===== src/rtl/apsk_demap_pkg.sv =====
// Shared constants for the APSK demapper slice: CORDIC arctangent table, mode encodings,
// ring geometry and (with PHASE_ERR_EN) the sector-centre table.
package apsk_demap_pkg;

   localparam int ATAN_W = 12;
   localparam int ATAN_N = 7;

   // round(atan(2^-i) * 4096/360), one entry per micro-rotation stage
   localparam logic [ATAN_W-1:0] ATAN_LUT [ATAN_N] = '{
      12'd512, 12'd302, 12'd160, 12'd81, 12'd41, 12'd20, 12'd10
   };

   typedef enum logic [1:0] {
      MODE_16APSK   = 2'd0,
      MODE_32APSK   = 2'd1,
      MODE_QPSK     = 2'd2,
      MODE_QPSK_ALT = 2'd3
   } mode_e;

   localparam int RING_NSECT [3] = '{4, 12, 16};
   localparam int RING2_OFFSET   = 128;

`ifdef PHASE_ERR_EN
   // floor(((2*s+1) * 4096) / 24) for the 12-sector ring, padded to 16 entries
   localparam logic [11:0] CENTRE_R1 [16] = '{
      12'd170,  12'd512,  12'd853,  12'd1194, 12'd1536, 12'd1877, 12'd2218, 12'd2560,
      12'd2901, 12'd3242, 12'd3584, 12'd3925, 12'd0,    12'd0,    12'd0,    12'd0
   };

   function automatic logic [11:0] sector_centre(input logic [1:0] ring, input logic [3:0] sector);
      case (ring)
         2'd0:    return {sector[1:0], 1'b1, 9'd0};
         2'd1:    return CENTRE_R1[sector];
         2'd2:    return {sector, 1'b1, 7'd0};
         default: return 12'd0;
      endcase
   endfunction
`endif

endpackage


===== src/rtl/cordic_phase_ring_slicer_if.sv =====
// Sample/result bundle between the vectoring CORDIC and the ring/sector slicer.
// phase_err is present only when PHASE_ERR_EN is defined.
interface cordic_phase_ring_slicer_if #(
   parameter int WL   = 18,
   parameter int PW   = 12,
   parameter int NSTG = 7
);
   logic                 in_valid;
   logic                 pre_rot;
   logic                 dir_pre;
   logic [NSTG-1:0]      dir;
   logic signed [WL-1:0] mag;
   logic [1:0]           mode;
   logic [WL-1:0]        r1_th;
   logic [WL-1:0]        r2_th;

   logic                 out_valid;
   logic [1:0]           ring;
   logic [4:0]           sector;
   logic [PW-1:0]        phase;
   logic signed [WL-1:0] mag_o;
`ifdef PHASE_ERR_EN
   logic signed [7:0]    phase_err;
`endif

   modport master (
      output in_valid, pre_rot, dir_pre, dir, mag, mode, r1_th, r2_th,
`ifdef PHASE_ERR_EN
      input  phase_err,
`endif
      input  out_valid, ring, sector, phase, mag_o
   );

   modport slave (
      input  in_valid, pre_rot, dir_pre, dir, mag, mode, r1_th, r2_th,
`ifdef PHASE_ERR_EN
      output phase_err,
`endif
      output out_valid, ring, sector, phase, mag_o
   );

endinterface


===== src/rtl/cordic_phase_accum.sv =====
// Absolute phase from CORDIC pre-rotation flags and micro-rotation directions.
// Purely combinational; the caller registers the result.
module cordic_phase_accum
   import apsk_demap_pkg::*;
#(
   parameter int PW   = 12,
   parameter int NSTG = 7
) (
   input  logic            pre_rot,
   input  logic            dir_pre,
   input  logic [NSTG-1:0] dir,
   output logic [PW-1:0]   phase
);

   logic [PW-1:0] acc;

   // Pre-rotation lands on a quarter (y>=0) or three-quarter (y<0) turn; sums wrap mod 2^PW
   always_comb begin
      acc = '0;
      if (pre_rot)
         acc = dir_pre ? PW'(3) << (PW - 2) : PW'(1) << (PW - 2);
      for (int i = 0; i < NSTG; i++)
         acc = dir[i] ? acc - PW'(ATAN_LUT[i]) : acc + PW'(ATAN_LUT[i]);
      phase = acc;
   end

endmodule


===== src/rtl/cordic_phase_ring_slicer.sv =====
// Two-stage slicer: stage 1 registers phase/magnitude/ring, stage 2 registers the sector.
// Optional PHASE_ERR_EN adds a saturated phase-to-sector-centre error output.
module cordic_phase_ring_slicer
   import apsk_demap_pkg::*;
#(
   parameter int WL   = 18,
   parameter int PW   = 12,
   parameter int NSTG = 7
) (
   input logic                       clk,
   input logic                       rst_n,
   cordic_phase_ring_slicer_if.slave bus
);

   logic [PW-1:0]        phase_d;
   logic [WL-1:0]        mag_eff;
   logic [1:0]           ring_d;

   logic                 s1_valid;
   logic [PW-1:0]        s1_phase;
   logic signed [WL-1:0] s1_mag;
   logic [1:0]           s1_ring;

   logic [PW-1:0]        rot_phase;
   logic [PW+3:0]        x12;
   logic [4:0]           sector_d;

   logic                 out_valid_q;
   logic [1:0]           ring_q;
   logic [4:0]           sector_q;
   logic [PW-1:0]        phase_q;
   logic signed [WL-1:0] mag_q;

   cordic_phase_accum #(.PW(PW), .NSTG(NSTG)) u_accum (
      .pre_rot (bus.pre_rot),
      .dir_pre (bus.dir_pre),
      .dir     (bus.dir),
      .phase   (phase_d)
   );

   // Negative magnitudes compare as zero; thresholds are checked in fixed priority order
   always_comb begin
      mag_eff = bus.mag[WL-1] ? '0 : bus.mag;
      ring_d  = 2'd0;
      if (bus.mode == MODE_QPSK || bus.mode == MODE_QPSK_ALT)
         ring_d = 2'd0;
      else if (mag_eff < bus.r1_th)
         ring_d = 2'd0;
      else if (mag_eff < bus.r2_th || bus.mode == MODE_16APSK)
         ring_d = 2'd1;
      else
         ring_d = 2'd2;
   end

   always_ff @(posedge clk or negedge rst_n) begin
      if (!rst_n) begin
         s1_valid <= 1'b0;
         s1_phase <= '0;
         s1_mag   <= '0;
         s1_ring  <= '0;
      end else begin
         s1_valid <= bus.in_valid;
         if (bus.in_valid) begin
            s1_phase <= phase_d;
            s1_mag   <= bus.mag;
            s1_ring  <= ring_d;
         end
      end
   end

   // Sector = (rot * N) >> PW with N in {4,12,16}; x12 built from two shifts
   always_comb begin
      rot_phase = (s1_ring == 2'd2) ? s1_phase + PW'(RING2_OFFSET) : s1_phase;
      x12       = ({4'b0, rot_phase} << 3) + ({4'b0, rot_phase} << 2);
      case (s1_ring)
         2'd0:    sector_d = {3'b0, rot_phase[PW-1 -: 2]};
         2'd1:    sector_d = {1'b0, x12[PW+3 -: 4]};
         2'd2:    sector_d = {1'b0, rot_phase[PW-1 -: 4]};
         default: sector_d = '0;
      endcase
   end

   always_ff @(posedge clk or negedge rst_n) begin
      if (!rst_n) begin
         out_valid_q <= 1'b0;
         ring_q      <= '0;
         sector_q    <= '0;
         phase_q     <= '0;
         mag_q       <= '0;
      end else begin
         out_valid_q <= s1_valid;
         if (s1_valid) begin
            ring_q   <= s1_ring;
            sector_q <= sector_d;
            phase_q  <= s1_phase;
            mag_q    <= s1_mag;
         end
      end
   end

   assign bus.out_valid = out_valid_q;
   assign bus.ring      = ring_q;
   assign bus.sector    = sector_q;
   assign bus.phase     = phase_q;
   assign bus.mag_o     = mag_q;

`ifdef PHASE_ERR_EN
   logic signed [PW:0] err_wide;
   logic signed [7:0]  err_d;
   logic signed [7:0]  err_q;

   always_comb begin
      err_wide = $signed({1'b0, rot_phase}) - $signed({1'b0, sector_centre(s1_ring, sector_d[3:0])});
      if (err_wide > 127)
         err_d = 8'sd127;
      else if (err_wide < -128)
         err_d = -8'sd128;
      else
         err_d = err_wide[7:0];
   end

   always_ff @(posedge clk or negedge rst_n) begin
      if (!rst_n)
         err_q <= '0;
      else if (s1_valid)
         err_q <= err_d;
   end

   assign bus.phase_err = err_q;
`endif

endmodule


===== src/flat_wrapper.sv =====
// flat-port wrapper written by rule: the top's interface ports become plain ports
module cordic_phase_ring_slicer_flat import apsk_demap_pkg::*;
#(
   parameter int WL   = 18,
   parameter int PW   = 12,
   parameter int NSTG = 7
)
  (clk, rst_n, bus_in_valid, bus_pre_rot, bus_dir_pre, bus_dir, bus_mag, bus_mode, bus_r1_th, bus_r2_th, bus_out_valid, bus_ring, bus_sector, bus_phase, bus_mag_o);
  cordic_phase_ring_slicer_if #(.WL(WL), .PW(PW), .NSTG(NSTG)) bus_i ();
  input logic clk;
  input logic rst_n;
  input wire logic [$bits(bus_i.in_valid)-1:0] bus_in_valid;
  input wire logic [$bits(bus_i.pre_rot)-1:0] bus_pre_rot;
  input wire logic [$bits(bus_i.dir_pre)-1:0] bus_dir_pre;
  input wire logic [$bits(bus_i.dir)-1:0] bus_dir;
  input wire logic [$bits(bus_i.mag)-1:0] bus_mag;
  input wire logic [$bits(bus_i.mode)-1:0] bus_mode;
  input wire logic [$bits(bus_i.r1_th)-1:0] bus_r1_th;
  input wire logic [$bits(bus_i.r2_th)-1:0] bus_r2_th;
  output wire logic [$bits(bus_i.out_valid)-1:0] bus_out_valid;
  output wire logic [$bits(bus_i.ring)-1:0] bus_ring;
  output wire logic [$bits(bus_i.sector)-1:0] bus_sector;
  output wire logic [$bits(bus_i.phase)-1:0] bus_phase;
  output wire logic [$bits(bus_i.mag_o)-1:0] bus_mag_o;
  assign bus_i.in_valid = bus_in_valid;
  assign bus_i.pre_rot = bus_pre_rot;
  assign bus_i.dir_pre = bus_dir_pre;
  assign bus_i.dir = bus_dir;
  assign bus_i.mag = bus_mag;
  assign bus_i.mode = bus_mode;
  assign bus_i.r1_th = bus_r1_th;
  assign bus_i.r2_th = bus_r2_th;
  assign bus_out_valid = bus_i.out_valid;
  assign bus_ring = bus_i.ring;
  assign bus_sector = bus_i.sector;
  assign bus_phase = bus_i.phase;
  assign bus_mag_o = bus_i.mag_o;
  cordic_phase_ring_slicer #(.WL(WL), .PW(PW), .NSTG(NSTG)) u_core (.clk(clk), .rst_n(rst_n), .bus(bus_i));
endmodule

===== config.mk =====
export PLATFORM = sky130hd
export DESIGN_NAME = cordic_phase_ring_slicer_flat
export DESIGN_NICKNAME = d
export VERILOG_FILES = /design/src/rtl/apsk_demap_pkg.sv /design/src/rtl/cordic_phase_ring_slicer_if.sv /design/src/rtl/cordic_phase_accum.sv /design/src/rtl/cordic_phase_ring_slicer.sv /design/src/flat_wrapper.sv
export SDC_FILE = /design/constraint.sdc
export NUM_CORES = 1
export LEC_CHECK = 0
export ABC_AREA = 1
export CORE_UTILIZATION = 46
export CTS_CLUSTER_DIAMETER = 30
export DETAILED_ROUTE_END_ITERATION = 8
export GPL_ROUTABILITY_DRIVEN = 0
export GPL_TIMING_DRIVEN = 0
export PLACE_DENSITY = 0.77
export SYNTH_ARGS = -nofsm -noshare
export SYNTH_HDL_FRONTEND = slang
export SYNTH_HIERARCHICAL = 1
export SYNTH_SLANG_ARGS = --single-unit

===== constraint.sdc =====
create_clock -name clk -period 6.6 [get_ports clk]
set_input_delay 0.99 -clock clk [delete_from_list [all_inputs] [get_ports clk]]
set_output_delay 0.99 -clock clk [all_outputs]
set_load 0.01 [all_outputs]

== Word-level counts from Yosys, hierarchy flattened ==
Index checks and enable logic that the tools add are counted.
Word-level totals
  memories kept: 0
  input port bits: 68
  RAM bits: 0
  latch bits: 0
  memory bits (read-only): 0
  output and inout bits: 38
  logic and storage cells: 50
  register bits after elaboration: 71
Operators by class
  bitwise operators: 0
  multiply operators: 0
  mux-type cells: 15
  div/mod/pow operators: 0
  reductions and logical operators: 4
  $add $sub $neg: 16
  $lt $le $gt $ge: 2
  shift-type cells: 0
  equality and inequality tests: 4
Operator list (number)
  $mux 12: 10
  $lt 18x18->1: 2
  $add 12x8->12 const B: 2
  $mux 17: 1
  $add 15x14->16: 1
  $add 12x10->12 const B: 1
  $add 12x4->12 const B: 1
  $add 12x5->12 const B: 1
  $add 12x6->12 const B: 1
  $add 12x7->12 const B: 1
  $add 12x9->12 const B: 1
  $pmux 4 s3: 1
  $sub 12x10->12 const B: 1
  $sub 12x4->12 const B: 1
  $sub 12x5->12 const B: 1
  $sub 12x6->12 const B: 1
  $sub 12x7->12 const B: 1
  $sub 12x8->12 const B: 1
  $sub 12x9->12 const B: 1
  $eq 2x2->1 const B: 3
  $mux 2: 3
  $logic_not 2->1: 2
  $eq 2x1->1 const B: 1
  $logic_or 1x1->1: 2

== Logic depth before layout (Yosys ltp) ==
  depth after elaboration: 16
  mapped depth: 30
  mapped depth without buffers: 29

== Hierarchy ==
The synthesis kept the hierarchy.
By module, submodules not included
  cordic_phase_ring_slicer: area an instance 4428.0 µm², times used 1, cells each 623, sequential area each 1751.7 µm²
  cordic_phase_accum: area an instance 1996.9 µm², times used 1, cells each 310, sequential area each 0.0 µm²

== Least setup slack after synthesis ==
No wires, ideal clock.
  kind: input-to-reg
  start point: in bus_dir[1]
  end point: reg u_core.s1_phase[11]
  required time: 6.473 ns
  slack: 1.494 ns
  arrival time: 4.979 ns
  cell stages on the path: 27
  library setup time: 0.127 ns
  path buffers: 0
  path through: inv_1 > ha_1 > xnor2_1 > fa_1 > ha_1 > a21oi_1 > o21ai_1 > a21oi_1 > xor2_1 > ha_1 > a21oi_1 > o21ai_0 > nand2_1 > nand2_1 > a21oi_1 > xnor2_1 > ha_1 > nand2_1 > nor3_2 > nand3_1 > nand3_1 > xor2_1 > nand3_1 > nand2_1 > inv_1 > nand2_1 > o21ai_0
On the way
  cells in the longest elaborated chain, start to end: 11
RTL lines
  start, declared: line flat_wrapper.sv:15  | input wire logic [$bits(bus_i.dir)-1:0] bus_dir;
  $mux 12 *: line cordic_phase_accum.sv:23  | acc = dir[i] ? acc - PW'(ATAN_LUT[i]) : acc + PW'(ATAN_LUT[i]);
  $add 12x8->12 / $sub 12x8->12 (equally long branches): line cordic_phase_accum.sv:23
  $mux 12 *: line cordic_phase_accum.sv:23
  $add 12x7->12 / $sub 12x7->12 (equally long branches): line cordic_phase_accum.sv:23
  $mux 12 *: line cordic_phase_accum.sv:23
  $add 12x6->12 / $sub 12x6->12 (equally long branches): line cordic_phase_accum.sv:23
  $mux 12 *: line cordic_phase_accum.sv:23
  $add 12x5->12 / $sub 12x5->12 (equally long branches): line cordic_phase_accum.sv:23
  $mux 12 *: line cordic_phase_accum.sv:23
  $add 12x4->12 / $sub 12x4->12 (equally long branches): line cordic_phase_accum.sv:23
  $mux 12 *: line cordic_phase_accum.sv:23
  named net u_core.phase_d[11]: line cordic_phase_ring_slicer.sv:15  | logic [PW-1:0] phase_d;
  end signal, assigned: line cordic_phase_ring_slicer.sv:64  | s1_phase <= phase_d;
  end, declared: line cordic_phase_ring_slicer.sv:20  | logic [PW-1:0] s1_phase;
The timed path passes the listed nets; every way through them passes the cells marked *.
A chain may end at the register's enable or synchronous reset.

== Worst setup path after layout ==
Ends and elaborated chain as after synthesis.

==> impl_metrics.toml <==
[worst_setup_path]
timing.setup.critical_path_class = "primary input to register"
setup.worst_path.start = "bus_dir[1]"
cp-start-kind = "primary input"
rr_worst_depth = 18
crit_arrival_ns = 6.21
critPathMaxFanout = 8
worstSetupEndpointType = "register"
reg2reg_slack_ns = 4.15
cp.required_ns = 6.81
timing.rr.start = "u_core/s1_ring[0]"
timing.rr.end = "u_core/bus.sector[1]"

[sta]
timing.fmax_mhz = 166.6
hold_viol_final = 0
final_period_minus_worst_setup_slack_ns = 6.002
grt_setup_unrepaired = "false"
layout_setup_ws_ns = 0.5979
slew_violations = 0
setup_viol_count_final = 0
min_period_over_period_pct = 90.94
tightest_slew_ns = 0.8544
fin_skew_ns = 0.005331
whs_ns = 0.4085
timing.slew.headroom_pct = 43.04
setup_tns_ns = 0

[hold_path]
whs_endpoint = "u_core/bus.out_valid"
holdPathStages = 0
hp-class = "register to register"
min_from = "u_core/s1_valid"

[floorplanning]
standard_cell_rows = 42
die-width_um = 120.2
effective_utilization_at_floorplan_pct = 47.76
die-height_um = 120.2
design.die.area_mm2 = 0.01444
core_footprint_mm2 = 0.01345
pin_count = 106

[finish]
n_fill_cell = 1279
final-instance-count-excl-fill = 1228
synthToLayoutAreaGrowth_pct = 24.65
layout-drive-gt1-share_pct = 5.703
core_utilization_of_the_finished_layout_pct = 59.53
layout.cells.most_common_list = "285 x nand2_1, 174 x inv_1, 102 x clkdlybuf4s50_1"
antenna_cells_inserted = 0
post-route-cell-area_mm2 = 0.008009
layout.cells.most_common = "nand2_1"
numnets_final = 1207

[placed_design]
detailedPlacementHpwl_mm = 11.61
place_inst = 1212
total_placed_instance_area_mm2 = 0.007674
buffer_ports.inserted = 103
dp_worst_setup_slack_ns = 0.2740

[power]
power_density_mw_per_mm2 = 339.8
switching_power_mw = 1.176
pwr-share-seq_pct = 21.5
power_report.internal_total_mw = 1.545
fin_total_pwr_mw = 2.721
peakVddDrop_mv = 0.1648
power.combinational.fraction_pct = 59.1
cellLeakagePower_nw = 4.421
switching_share_pct = 43.22
power.share.clock_pct = 19.3

[logic_synthesis]
synth_largest_type_area_fraction_pct = 27.26
synth.top_cells.by_area = "dfrtp_1 27%, ha_1 17%, nand2_1 17%"
post_synthesis_instance_total = 933
netlist-cell-type-count = 42
mappedNetlistArea_mm2 = 0.006425
avgSynthCellArea_um2 = 6.886
async_reset_ff_share_pct = 100.0
syn_nets = 1093
ys_ff_latch = 70
ys.warnings.count = 6
synth-seq-area-share_pct = 27.26
synthDominantAreaCellType = "dfrtp_1"
synth-main-ff-cell = "dfrtp_1"
synth_enable_flop_cells = 0

[clock_network]
cts-hold-fix-buffers = 0
insertion_delay_ns = 0.33
ctsRootBufferMaster = "clkbuf_16"
clk_pin_slew_ns = 0.06
tritoncts = "yes"
cts-buffers-inserted = 9
ctsHtreeMaxLevel = 3
clk_path_buf_depth = 2
cts_num_sinks = 70
post-cts-setup-buffers = 0

[routing]
dr.pass1.iters = 5
detailedRoute.firstIterationViolations = 291
detailroute.via_count = 5939
drt_drc_violations_left = 0
routed_wl_mm = 14.21
route.antenna.remaining_nets = 0
avgRoutedWirePerCell_um = 11.57
avgViaCountPerCell = 4.836

[global_route]
maximum_number_of_pins_on_one_net_before_global_route_repair = 71
globalRoute.busiestLayer = "met2"
grt_pass1_wl_mm = 24.96
global_route.overflow_total = 0
grtUsageTotal_pct = 20.96
gr_util_met3_pct = 2.311
groute.layer.met2.usage_pct = 36.64
grt_pass1_vias = 5707
antenna_found_initial = 0
use_met1_pct = 26.86

[status]
run_status = "completed"

[flow_run]
cap_viol_max_count = 0
==> cell usage after synthesis, types with 5 or more instances <==
master,number
a21o_1,5
a21oi_1,43
buf_2,7
clkbuf_1,6
dfrtp_1,70
ha_1,89
inv_1,174
nand2_1,285
nand2_2,9
nand3_1,26
nand4_1,5
nor2_1,64
nor3_1,5
o21ai_0,55
o21ai_1,5
xnor2_1,11
xor2_1,29
==> worst max-delay path, stage by stage <==
cell             delay, ns
clkdlybuf4s50_1       0.64
inv_1                 0.21
ha_1                  0.39
xnor2_1               0.25
fa_1                  0.48
ha_1                  0.32
a21oi_1               0.15
o21ai_1               0.10
a21oi_1               0.20
xor2_1                0.22
ha_1                  0.29
a21oi_1               0.14
o21ai_0               0.14
nand2_1               0.08
nand2_1               0.05
a21oi_1               0.15
xnor2_1               0.09
ha_1                  0.33
nand2_1               0.10
nor3_2                0.14
nand3_1               0.09
nand3_1               0.12
xor2_1                0.20
nand3_1               0.10
nand2_1               0.07
inv_1                 0.04
nand2_1               0.06
o21ai_0               0.08
==> registers in the layout (all words and copies together), names as in the netlist <==
signal / count
u_core/bus.phase: 12
u_core/bus.out_valid: 1
u_core/s1_ring: 2
u_core/bus.sector: 4
u_core/s1_valid: 1
u_core/bus.ring: 2
u_core/s1_phase: 12
u_core/s1_mag: 18
u_core/bus.mag_o: 18
==> what timing repair did <==
action,4_1_cts,5_1_grt
setup endpoints to repair,0,1
gates resized for setup,0,1
endpoints found under the hold margin,0,0
==> power by group through the flow <==
stage                     Clock, mW  Combinational [mW]  Sequential, mW
after global placement            0                1.57           0.591
after detailed placement          0                1.60           0.594
final                         0.526                1.61           0.586
after floorplan                   0                1.21           0.600
after global routing          0.554                1.85           0.599
after CTS                     0.534                1.61           0.587
==> worst max path at each step <==
| stage | end | slack (ns) | cells past startpoint |
|---|---|---|---|
| 3_5_place_dp | u_core/s1_phase[11] | 0.27 | 28 |
| 6_report | u_core/s1_phase[11] | 0.60 | 28 |
| 5_1_grt | u_core/s1_phase[11] | 0.06 | 30 |
| 3_3_place_gp | u_core/s1_phase[11] | 0.30 | 28 |
| 4_1_cts | u_core/s1_phase[11] | 0.59 | 28 |
| 2_1_floorplan | u_core/s1_phase[11] | 1.49 | 27 |
==> layer usage <==
layer / vias up / wire (µm)
li1: 3121 / -
met1: 2678 / 6746
met2: 123 / 6787
met3: 17 / 402
met4: 0 / 273
met5: - / 0
==> cells by family after synthesis <==
kind of cell,synth area share (%)
compound gates,10.48
flops,27.26
simple gates,26.10
buf+inv,12.33
fa+ha+maj,18.27
xor+xnor,5.453
other cells,0.1169
==> cell type report <==
type | instances | area, µm² | share of cell area (%)
Multi-Input combinational cell | 666 | 3886 | 48.52
Inverter | 178 | 668.1 | 8.342
Clock inverter | 7 | 105.1 | 1.312
Clock buffer | 9 | 225.2 | 2.812
Buffer | 19 | 123.9 | 1.547
Timing Repair Buffer | 103 | 1028 | 12.84
Tap cell | 176 | 220.2 | 2.750
Sequential cell | 70 | 1752 | 21.87
(Power assumes the default switching activity.)
